==> src/rtl/ripple_mon_pkg.sv <==
// ripple_mon_pkg: shared types and constants for the ripple counter monitor.
// Contents: FSM state enum, counting-direction constants, filter length bound.
package ripple_mon_pkg;
  typedef enum logic {ACQUIRE, TRACK} state_e;
  localparam logic DIR_DOWN = 1'b0;
  localparam logic DIR_UP = 1'b1;
  localparam int STABLE_MAX = 15;
endpackage

==> src/rtl/sync_filter.sv <==
// sync_filter: 2-flop synchronizer plus stability filter for a ripple counter bus.
// Ports: CLK/Reset (async, active-high); a_i raw asynchronous counter bits;
//        accept_o one-cycle pulse when a value has been stable STABLE_CYCLES samples;
//        cand_o the accepted candidate, valid while accept_o is high.
module sync_filter import ripple_mon_pkg::*; #(
  parameter int N_BITS = 3,
  parameter int STABLE_CYCLES = 2
) (
  input  logic              CLK,
  input  logic              Reset,
  input  logic [N_BITS-1:0] a_i,
  output logic              accept_o,
  output logic [N_BITS-1:0] cand_o
);
  localparam int S = (STABLE_CYCLES < 1) ? 1 : (STABLE_CYCLES > STABLE_MAX) ? STABLE_MAX : STABLE_CYCLES;
  localparam logic [3:0] S4 = 4'(S);
  logic [N_BITS-1:0] sync1_q, sync2_q;
  logic [3:0] cnt_q, cnt_d;
  logic accept_q, accept_d, same;
  // sync2 doubles as the candidate register: the run is judged on the value
  // sync2 is loading, and accept is registered so it lines up with cand_o.
  always_comb begin
    same = sync1_q == sync2_q;
    cnt_d = !same ? 4'd1 : (cnt_q == S4) ? cnt_q : cnt_q + 4'd1;
    accept_d = (cnt_d == S4) && (cnt_q != S4 || !same);
  end
  always_ff @(posedge CLK or posedge Reset) begin
    if (Reset) begin
      sync1_q <= '0;
      sync2_q <= '0;
      cnt_q <= '0;
      accept_q <= 1'b0;
    end else begin
      sync1_q <= a_i;
      sync2_q <= sync1_q;
      cnt_q <= cnt_d;
      accept_q <= accept_d;
    end
  end
  assign accept_o = accept_q;
  assign cand_o = sync2_q;
endmodule

==> src/rtl/ripple_count_monitor.sv <==
// ripple_count_monitor: tracks a filtered ripple counter value and extends it to a wide event count.
// Ports: CLK/Reset (async, active-high); A raw counter bits; Clear sync clear of ExtCount/Skip;
//        Value last accepted code; ExtCount accumulated steps; Valid first value acquired;
//        Step pulse per accepted change; Wrap pulse on terminal-code crossing; Skip sticky non-unit move.
module ripple_count_monitor
  import ripple_mon_pkg::state_e, ripple_mon_pkg::ACQUIRE, ripple_mon_pkg::TRACK, ripple_mon_pkg::DIR_DOWN;
#(
  parameter int N_BITS = 3,
  parameter int EXT_WIDTH = 8,
  parameter bit DIR_UP = 1'b1,
  parameter int STABLE_CYCLES = 2
) (
  input  logic                 CLK,
  input  logic                 Reset,
  input  logic [N_BITS-1:0]    A,
  input  logic                 Clear,
  output logic [N_BITS-1:0]    Value,
  output logic [EXT_WIDTH-1:0] ExtCount,
  output logic                 Valid,
  output logic                 Step,
  output logic                 Wrap,
  output logic                 Skip
);
  localparam bit UP = DIR_UP != DIR_DOWN;
  state_e state_q, state_d;
  logic [N_BITS-1:0] value_q, value_d, cand, delta;
  logic [EXT_WIDTH-1:0] ext_q, ext_d;
  logic valid_q, valid_d, step_q, step_d, wrap_q, wrap_d, skip_q, skip_d, accept, moved;
  sync_filter #(.N_BITS(N_BITS), .STABLE_CYCLES(STABLE_CYCLES)) u_filter (
    .CLK(CLK),
    .Reset(Reset),
    .a_i(A),
    .accept_o(accept),
    .cand_o(cand)
  );
  // delta is taken modulo 2^N_BITS, so a terminal-code crossing still reads as 1.
  always_comb begin
    moved = accept && state_q == TRACK && cand != value_q;
    delta = UP ? cand - value_q : value_q - cand;
    state_d = accept ? TRACK : state_q;
    value_d = accept ? cand : value_q;
    valid_d = valid_q | accept;
    step_d = moved;
    wrap_d = moved && (UP ? value_q > cand : value_q < cand);
    ext_d = Clear ? '0 : moved ? ext_q + EXT_WIDTH'(delta) : ext_q;
    skip_d = Clear ? 1'b0 : skip_q | (moved && delta != N_BITS'(1));
  end
  always_ff @(posedge CLK or posedge Reset) begin
    if (Reset) begin
      state_q <= ACQUIRE;
      value_q <= '0;
      ext_q <= '0;
      valid_q <= 1'b0;
      step_q <= 1'b0;
      wrap_q <= 1'b0;
      skip_q <= 1'b0;
    end else begin
      state_q <= state_d;
      value_q <= value_d;
      ext_q <= ext_d;
      valid_q <= valid_d;
      step_q <= step_d;
      wrap_q <= wrap_d;
      skip_q <= skip_d;
    end
  end
  assign Value = value_q;
  assign ExtCount = ext_q;
  assign Valid = valid_q;
  assign Step = step_q;
  assign Wrap = wrap_q;
  assign Skip = skip_q;
endmodule
==> config.mk <==
export PLATFORM = sky130hd
export DESIGN_NAME = ripple_count_monitor
export DESIGN_NICKNAME = d
export VERILOG_FILES = /design/src/rtl/ripple_mon_pkg.sv /design/src/rtl/sync_filter.sv /design/src/rtl/ripple_count_monitor.sv
export SDC_FILE = /design/constraint.sdc
export NUM_CORES = 1
export LEC_CHECK = 0
export CAP_MARGIN = 10
export CORE_MARGIN = 2
export CORE_UTILIZATION = 52
export CTS_CLUSTER_SIZE = 20
export DETAILED_ROUTE_END_ITERATION = 8
export GPL_TIMING_DRIVEN = 0
export PLACE_DENSITY = 0.86
export SYNTH_ARGS = -nofsm -noshare
export SYNTH_HDL_FRONTEND = slang
export SYNTH_HIERARCHICAL = 1
export SYNTH_SLANG_ARGS = --single-unit
==> constraint.sdc <==
create_clock -name CLK -period 3.35 [get_ports CLK]
set_input_delay 1.005 -clock CLK [delete_from_list [all_inputs] [get_ports CLK]]
set_output_delay 1.005 -clock CLK [all_outputs]
set_load 0.05 [all_outputs]
==> results.py, run 1 <==
metrics = {
    "cts": {
        "cts-root-buf": "clkbuf_4",
        "cts.sinks": 27,
        "cts_resized": 0,
        "post-cts-setup-buffer-count": 0,
        "h-tree-depth": 1,
        "cts_tree": "done",
        "numCtsBuffers": 3,
        "clk-insertion-delay-late_ns": 0.32,
        "hold_buffers": 0,
        "clockBufferDepth": 2,
        "clkSlewWorstSetupHoldPaths_ns": 0.15,
    },
    "power": {
        "vdd_ir_drop_max_v": 0.0004253,
        "p_leak_nw": 0.7051,
        "clkPwrFrac_pct": 15.5,
        "powerDensity_nw_per_um2": 560.5,
        "switching_share_pct": 39.32,
        "power_uw": 901.9,
        "combPwrFrac_pct": 42.1,
        "seqPwrFrac_pct": 42.5,
        "p_int_uw": 547.3,
        "switchingPower_uw": 354.6,
    },
    "yosys": {
        "ys_ff_latch": 27,
        "postSynthAreaPerCell_um2": 11.01,
        "yosysSeqAreaShare_pct": 50.28,
        "synth_area_um2": 1344,
        "synth_cell_types": 35,
        "ys.flop_type": "dfrtp_1",
        "netlist.area_leader.share_pct": 50.28,
        "synth_area_leaders": "dfrtp_1 50%, ha_1 7.4%, inv_1 3.4%",
        "synth-async-reset-ratio_pct": 100.0,
        "netlist_instances": 122,
        "synth_edf_count": 0,
        "synth_top_area_cell": "dfrtp_1",
        "synth_nets": 138,
        "yosysWarnings": 6,
    },
    "setup_path": {
        "startpoint": "u_filter/cand_o[0]",
        "start_kind": "register",
        "worstPathRequired_ns": 3.61,
        "r2r-start": "u_filter/cand_o[0]",
        "path_common_cell": "inv_1",
        "crit_path_max_incr_delay_ns": 0.53,
        "path_buf_inv": 3,
        "endpoint_kind": "register",
        "crit_fanout": 3,
        "crit_family": "adder cells",
        "crit_type": "register to register",
        "cp.arrival_ns": 2.92,
        "crit_chain": "inv_1 -> ha_1 -> inv_1 -> fa_1 -> inv_1 -> fa_1 -> and2b_2 -> o211ai_1 -> or4_1 -> a21oi_1",
        "critPathSlowestCell": "fa_1",
    },
    "layout": {
        "post-route-util_pct": 65.55,
        "regArea_um2": 675.6,
        "area_delta_synth_final_pct": 19.74,
        "antennaDiodeCount": 0,
        "fillers": 183,
        "multi_input_area_um2": 599.3,
        "drive_above_1_share_pct": 10.96,
        "nets": 163,
    },
    "worst_hold_path": {
        "min_path_type": "register to register",
        "hp-start": "u_filter/sync1_q[2]",
    },
    "sta": {
        "slew_viol_final": 0,
        "setup_viol": 0,
        "fin_crit_sh_pct": 79.49,
        "period_minus_slack_ns": 2.663,
        "max_slew_margin_pct": 57.75,
        "tightest_slew_ns": 0.6330,
        "rsz0062_at_grt": "no",
        "hold_violations": 0,
        "final.setup.tns_ns": 0,
        "skew_ns": 0.006270,
        "fmax_ghz": 0.3755,
        "fin_ws_ns": 0.6872,
    },
    "flow_run": {
        "maxCapViolations": 0,
    },
    "place": {
        "port_buffers": 20,
        "dpl_worst_slack_ns": 0.7163,
        "place.detailed.hpwl_um": 1828,
        "routabilityCongestion": 0.7579,
    },
    "detailed_routing": {
        "antenna_left": 0,
        "via_per_inst": 5.466,
        "routed_wl_um": 2371,
        "dr.first_iter.drc_count": 4,
        "vias": 962,
        "route.detailed.drc": 0,
        "drt_pass1_iterations": 4,
        "wl_per_cell_um": 13.47,
    },
    "floorplanning": {
        "initial_core_util_pct": 54.74,
        "core_region_area_um2": 2455,
        "die_h_um": 54.84,
        "die-width_um": 54.84,
        "num_rows": 18,
        "dieArea_um2": 3007,
        "boundaryPins": 21,
    },
    "run_status": {
        "status": "completed",
    },
    "grt": {
        "grt_pass1_wl_um": 4084,
        "grt_max_degree": 17,
        "grt_usage_pct": 19.38,
        "antenna_found_initial": 0,
        "overflow": 0,
        "grt_pass1_vias": 939,
    },
}
## power groups by stage
stage	Clock, mW	Combinational [mW]	Sequential, mW
floorplan	0	0.184	0.477
global placement	0	0.361	0.387
detailed placement	0	0.379	0.389
CTS	0.144	0.380	0.382
global route	0.160	0.416	0.389
finish	0.140	0.379	0.383
## layer usage
metal	track usage, %	part of all wire, %
met1	21.95	43
met2	35.91	53
met5	0	0
met3	5.738	4.0
met4	3.333	0.46
## kinds of logic (layout without fill, tap and decap cells)
logic type | count (synthesis) | in the layout | synth area share [%]
AND/OR/NAND/NOR | 38 | 38 | 17.69
flip-flops | 27 | 27 | 50.28
AO/OA/AOI/OAI | 23 | 23 | 10.06
buffers and inverters | 15 | 39 | 5.121
adder cells (fa/ha/maj) | 10 | 10 | 10.43
XOR/XNOR | 6 | 6 | 3.911
multiplexers | 3 | 3 | 2.514
## cell type report
class                           count  area share (%)
Buffer                              2           1.244
Clock inverter                      1          0.3110
Tap cell                           30           2.333
Multi-Input combinational cell     80           37.25
Inverter                           13           3.033
Sequential cell                    27           41.99
Timing Repair Buffer               20           12.44
Clock buffer                        3           1.400
## synth_stat cells (2+ instances only)
| library cell | instances |
|---|---|
| ha_1 | 8 |
| nor2b_1 | 2 |
| xor2_1 | 2 |
| nor4_1 | 2 |
| inv_1 | 12 |
| nor2_1 | 7 |
| mux2_2 | 3 |
| nand3_1 | 3 |
| a21oi_1 | 8 |
| o21ai_0 | 7 |
| a211oi_1 | 3 |
| nand2_1 | 6 |
| or2_2 | 2 |
| xnor2_1 | 4 |
| fa_1 | 2 |
| dfrtp_1 | 27 |
| or3_1 | 4 |
| a21o_1 | 3 |
## worst reg2reg max path, delay by kind of cell (launching register included)
family | cells | cell delay, ns
AOI/OAI and AO/OA | 2 | 0.25
adders and majority gates | 3 | 1.07
buffers and inverters | 3 | 0.18
DFF | 1 | 0.43
and+or+nand+nor | 2 | 0.67
## sequential cells by signal, summed over array words and instances, names as in the netlist
signal             cells
ExtCount               8
u_filter/cnt_q         4
Value                  3
u_filter/cand_o        3
u_filter/sync1_q       3
Skip                   1
Step                   1
Valid                  1
Wrap                   1
state_q                1
u_filter/accept_o      1
## layout by cell type, fill, tap and decap left out, types with 4 or more instances in the layout
master,n
dfrtp_1,27
clkdlybuf4s50_1,20
inv_1,12
a21oi_1,8
ha_1,8
nor2_1,7
o21ai_0,7
nand2_1,6
xnor2_1,4
or3_1,4
## per-stage QoR
stage / hold WS (ns) / instance area, um^2 / instances
finish: 0.4123 / 1609 / 176
global route: 0.4221 / 1609 / 176
CTS: 0.4147 / 1609 / 176
detailed placement: 0.3825 / 1582 / 172
global placement: 0.3764 / 1582 / 172
floorplan: 0.3727 / 1344 / 122
## worst paths after layout
kind / depth (start not counted) / endpoint / slack (ns)
min in group asynchronous: 2 / u_filter/cnt_q[2] / 0.98
worst max-delay path: 10 / ExtCount[6] / 0.69
worst min-delay path: 0 / u_filter/cand_o[2] / 0.41
worst max register to register: 10 / ExtCount[6] / 0.69
worst min register to register: 0 / u_filter/cand_o[2] / 0.41
max in group asynchronous: 2 / Value[2] / 1.87
No activity file was read; power rests on OpenSTA's default activity.
==> run 2, diff against run 1 <==
clock period = 2.5 ns   (was 3.35 ns; I/O delays follow)
==> results.py, run 2 (synthesis gave the netlist of run 1 again) <==
metrics = {
    "run_status": {
        "status": "complete, but fails checks",
        "violations": "setup timing",
    },
    "place": {
        "port_buffers": 20,
        "place.detailed.hpwl_um": 1810,
        "routabilityCongestion": 0.7311,
    },
    "setup_path": {
        "path_common_cell": "inv_2",
        "cp.arrival_ns": 2.80,
        "critPathSlowestCell": "fa_1",
        "worstPathRequired_ns": 2.76,
        "crit_fanout": 3,
        "r2r_cells": 10,
        "crit_type": "register to register",
        "start_kind": "register",
        "crit_path_max_incr_delay_ns": 0.52,
        "crit_chain": "inv_2 -> ha_4 -> inv_2 -> fa_1 -> inv_1 -> fa_2 -> and2b_2 -> o211ai_1 -> or4_1 -> a21oi_1",
        "endpoint_kind": "register",
    },
    "sta": {
        "fin_crit_sh_pct": 101.4,
        "setup_viol": 1,
        "fin_ws_ns": -0.03450,
        "max_slew_margin_pct": 59.54,
        "final.setup.tns_ns": -0.03450,
        "rsz0062_at_grt": "yes",
        "fmax_ghz": 0.3946,
        "slew_viol_final": 0,
        "period_minus_slack_ns": 2.535,
        "tightest_slew_ns": 0.6062,
        "holdWs_ns": 0.3954,
        "hold_violations": 0,
        "skew_ns": 0.01155,
    },
    "power": {
        "p_leak_nw": 0.7055,
        "powerDensity_nw_per_um2": 746.6,
        "vdd_ir_drop_max_v": 0.0005961,
    },
    "layout": {
        "area_delta_synth_final_pct": 21.88,
        "final_common_cell": "dfrtp_1",
        "antennaDiodeCount": 0,
        "final_cell_mix": "25 x dfrtp_1, 20 x clkdlybuf4s50_1, 10 x inv_1",
        "fillers": 210,
        "largest_register_ffs": 8,
        "drive_above_1_share_pct": 16.33,
        "nets": 164,
    },
    "detailed_routing": {
        "route.detailed.drc": 0,
        "dr.max_layer_used": "met4",
        "via_per_inst": 5.441,
        "drt_pass1_iterations": 4,
        "antenna_left": 0,
        "wl_per_cell_um": 13.03,
        "wl_met2_um": 1303,
        "wl_met3_um": 88,
        "routed_wl_um": 2307,
        "dr.first_iter.drc_count": 16,
        "drt-met1-wl_um": 897,
        "vias": 963,
    },
    "cts": {
        "clockBufferDepth": 2,
        "cts_tree": "done",
        "clk-insertion-delay-late_ns": 0.33,
        "numCtsBuffers": 3,
        "h-tree-depth": 1,
        "clkSlewWorstSetupHoldPaths_ns": 0.15,
        "cts.sinks": 27,
        "cts-root-buf": "clkbuf_4",
    },
    "floorplanning": {
        "initial_core_util_pct": 54.74,
        "die_h_um": 54.84,
        "boundaryPins": 21,
        "die-width_um": 54.84,
        "dieArea_um2": 3007,
        "core_region_area_um2": 2455,
        "num_rows": 18,
    },
    "grt": {
        "grt_pass1_vias": 961,
        "antenna_found_initial": 0,
        "grt_max_degree": 17,
        "overflow": 0,
        "grt_pass1_wl_um": 3905,
        "grt_usage_pct": 18.42,
    },
    "worst_hold_path": {
        "min_path_type": "register to register",
        "holdPathStages": 0,
    },
    "flow_run": {
        "maxCapViolations": 0,
    },
}
-- run 2: timing repair --
| action | 4_1_cts | 5_1_grt |
|---|---|---|
| pin swaps | 0 | 2 |
| resized for setup | 2 | 1 |
| hold buffers | 0 | 0 |
| gates cloned | 0 | 0 |
| buffers inserted | 0 | 1 |
| endpoints found under the setup margin | 1 | 2 |
| hold endpoints to repair | 0 | 0 |
-- run 2: power breakdown --
part | switching, mW | leakage, nW | total, mW | internal (mW)
sequential | 0.0367 | 0.340 | 0.521 | 0.484
clock | 0.127 | 0.0177 | 0.187 | 0.0600
combinational | 0.312 | 0.348 | 0.516 | 0.204
-- run 2: cell type report --
type	instances	area, um^2	area share (%)
Clock buffer	3	22.52	1.375
Tap cell	30	37.54	2.292
Buffer	2	20.02	1.222
Multi-Input combinational cell	80	618.1	37.74
Sequential cell	27	678.2	41.41
Timing Repair Buffer	21	207.7	12.68
Clock inverter	1	5.005	0.3056
Inverter	13	48.80	2.979
-- run 2: critical path, delay by kind of cell (launching register included) --
family	cells	cell delay, ns
buf+inv	3	0.18
simple gates	2	0.64
flops	1	0.43
fa+ha+maj	3	0.98
compound gates	2	0.25
-- run 2: worst paths after layout --
kind | from | endpoint | slack, ns
worst max register to register | u_filter/cand_o[0] | ExtCount[6] | -0.03
worst min-delay path | u_filter/sync1_q[2] | u_filter/cand_o[2] | 0.40
worst min register to register | u_filter/sync1_q[2] | u_filter/cand_o[2] | 0.40
max in group asynchronous | Reset | Value[0] | 1.26
min in group asynchronous | Reset | u_filter/cnt_q[1] | 0.71
worst max-delay path | u_filter/cand_o[0] | ExtCount[6] | -0.03
-- run 2: stage by stage --
step,setup WS [ns],instances,utilization [%],instance area [um^2],total power [mW]
final,-0.03450,177,66.72,1638,1.223
after global routing,-0.1386,177,66.72,1638,1.311
after CTS,-0.05937,176,66.26,1627,1.232
after detailed placement,-0.07189,172,65.14,1599,1.042
after global placement,-0.006573,172,65.14,1599,1.023
after floorplan,-0.04679,122,-,1361,0.9004
-- run 2: metal layers --
layer	GRT usage [%]	vias up
li1	-	467
met1	19.18	473
met2	36.11	21
met3	3.279	2
met4	6.250	0
met5	0	-
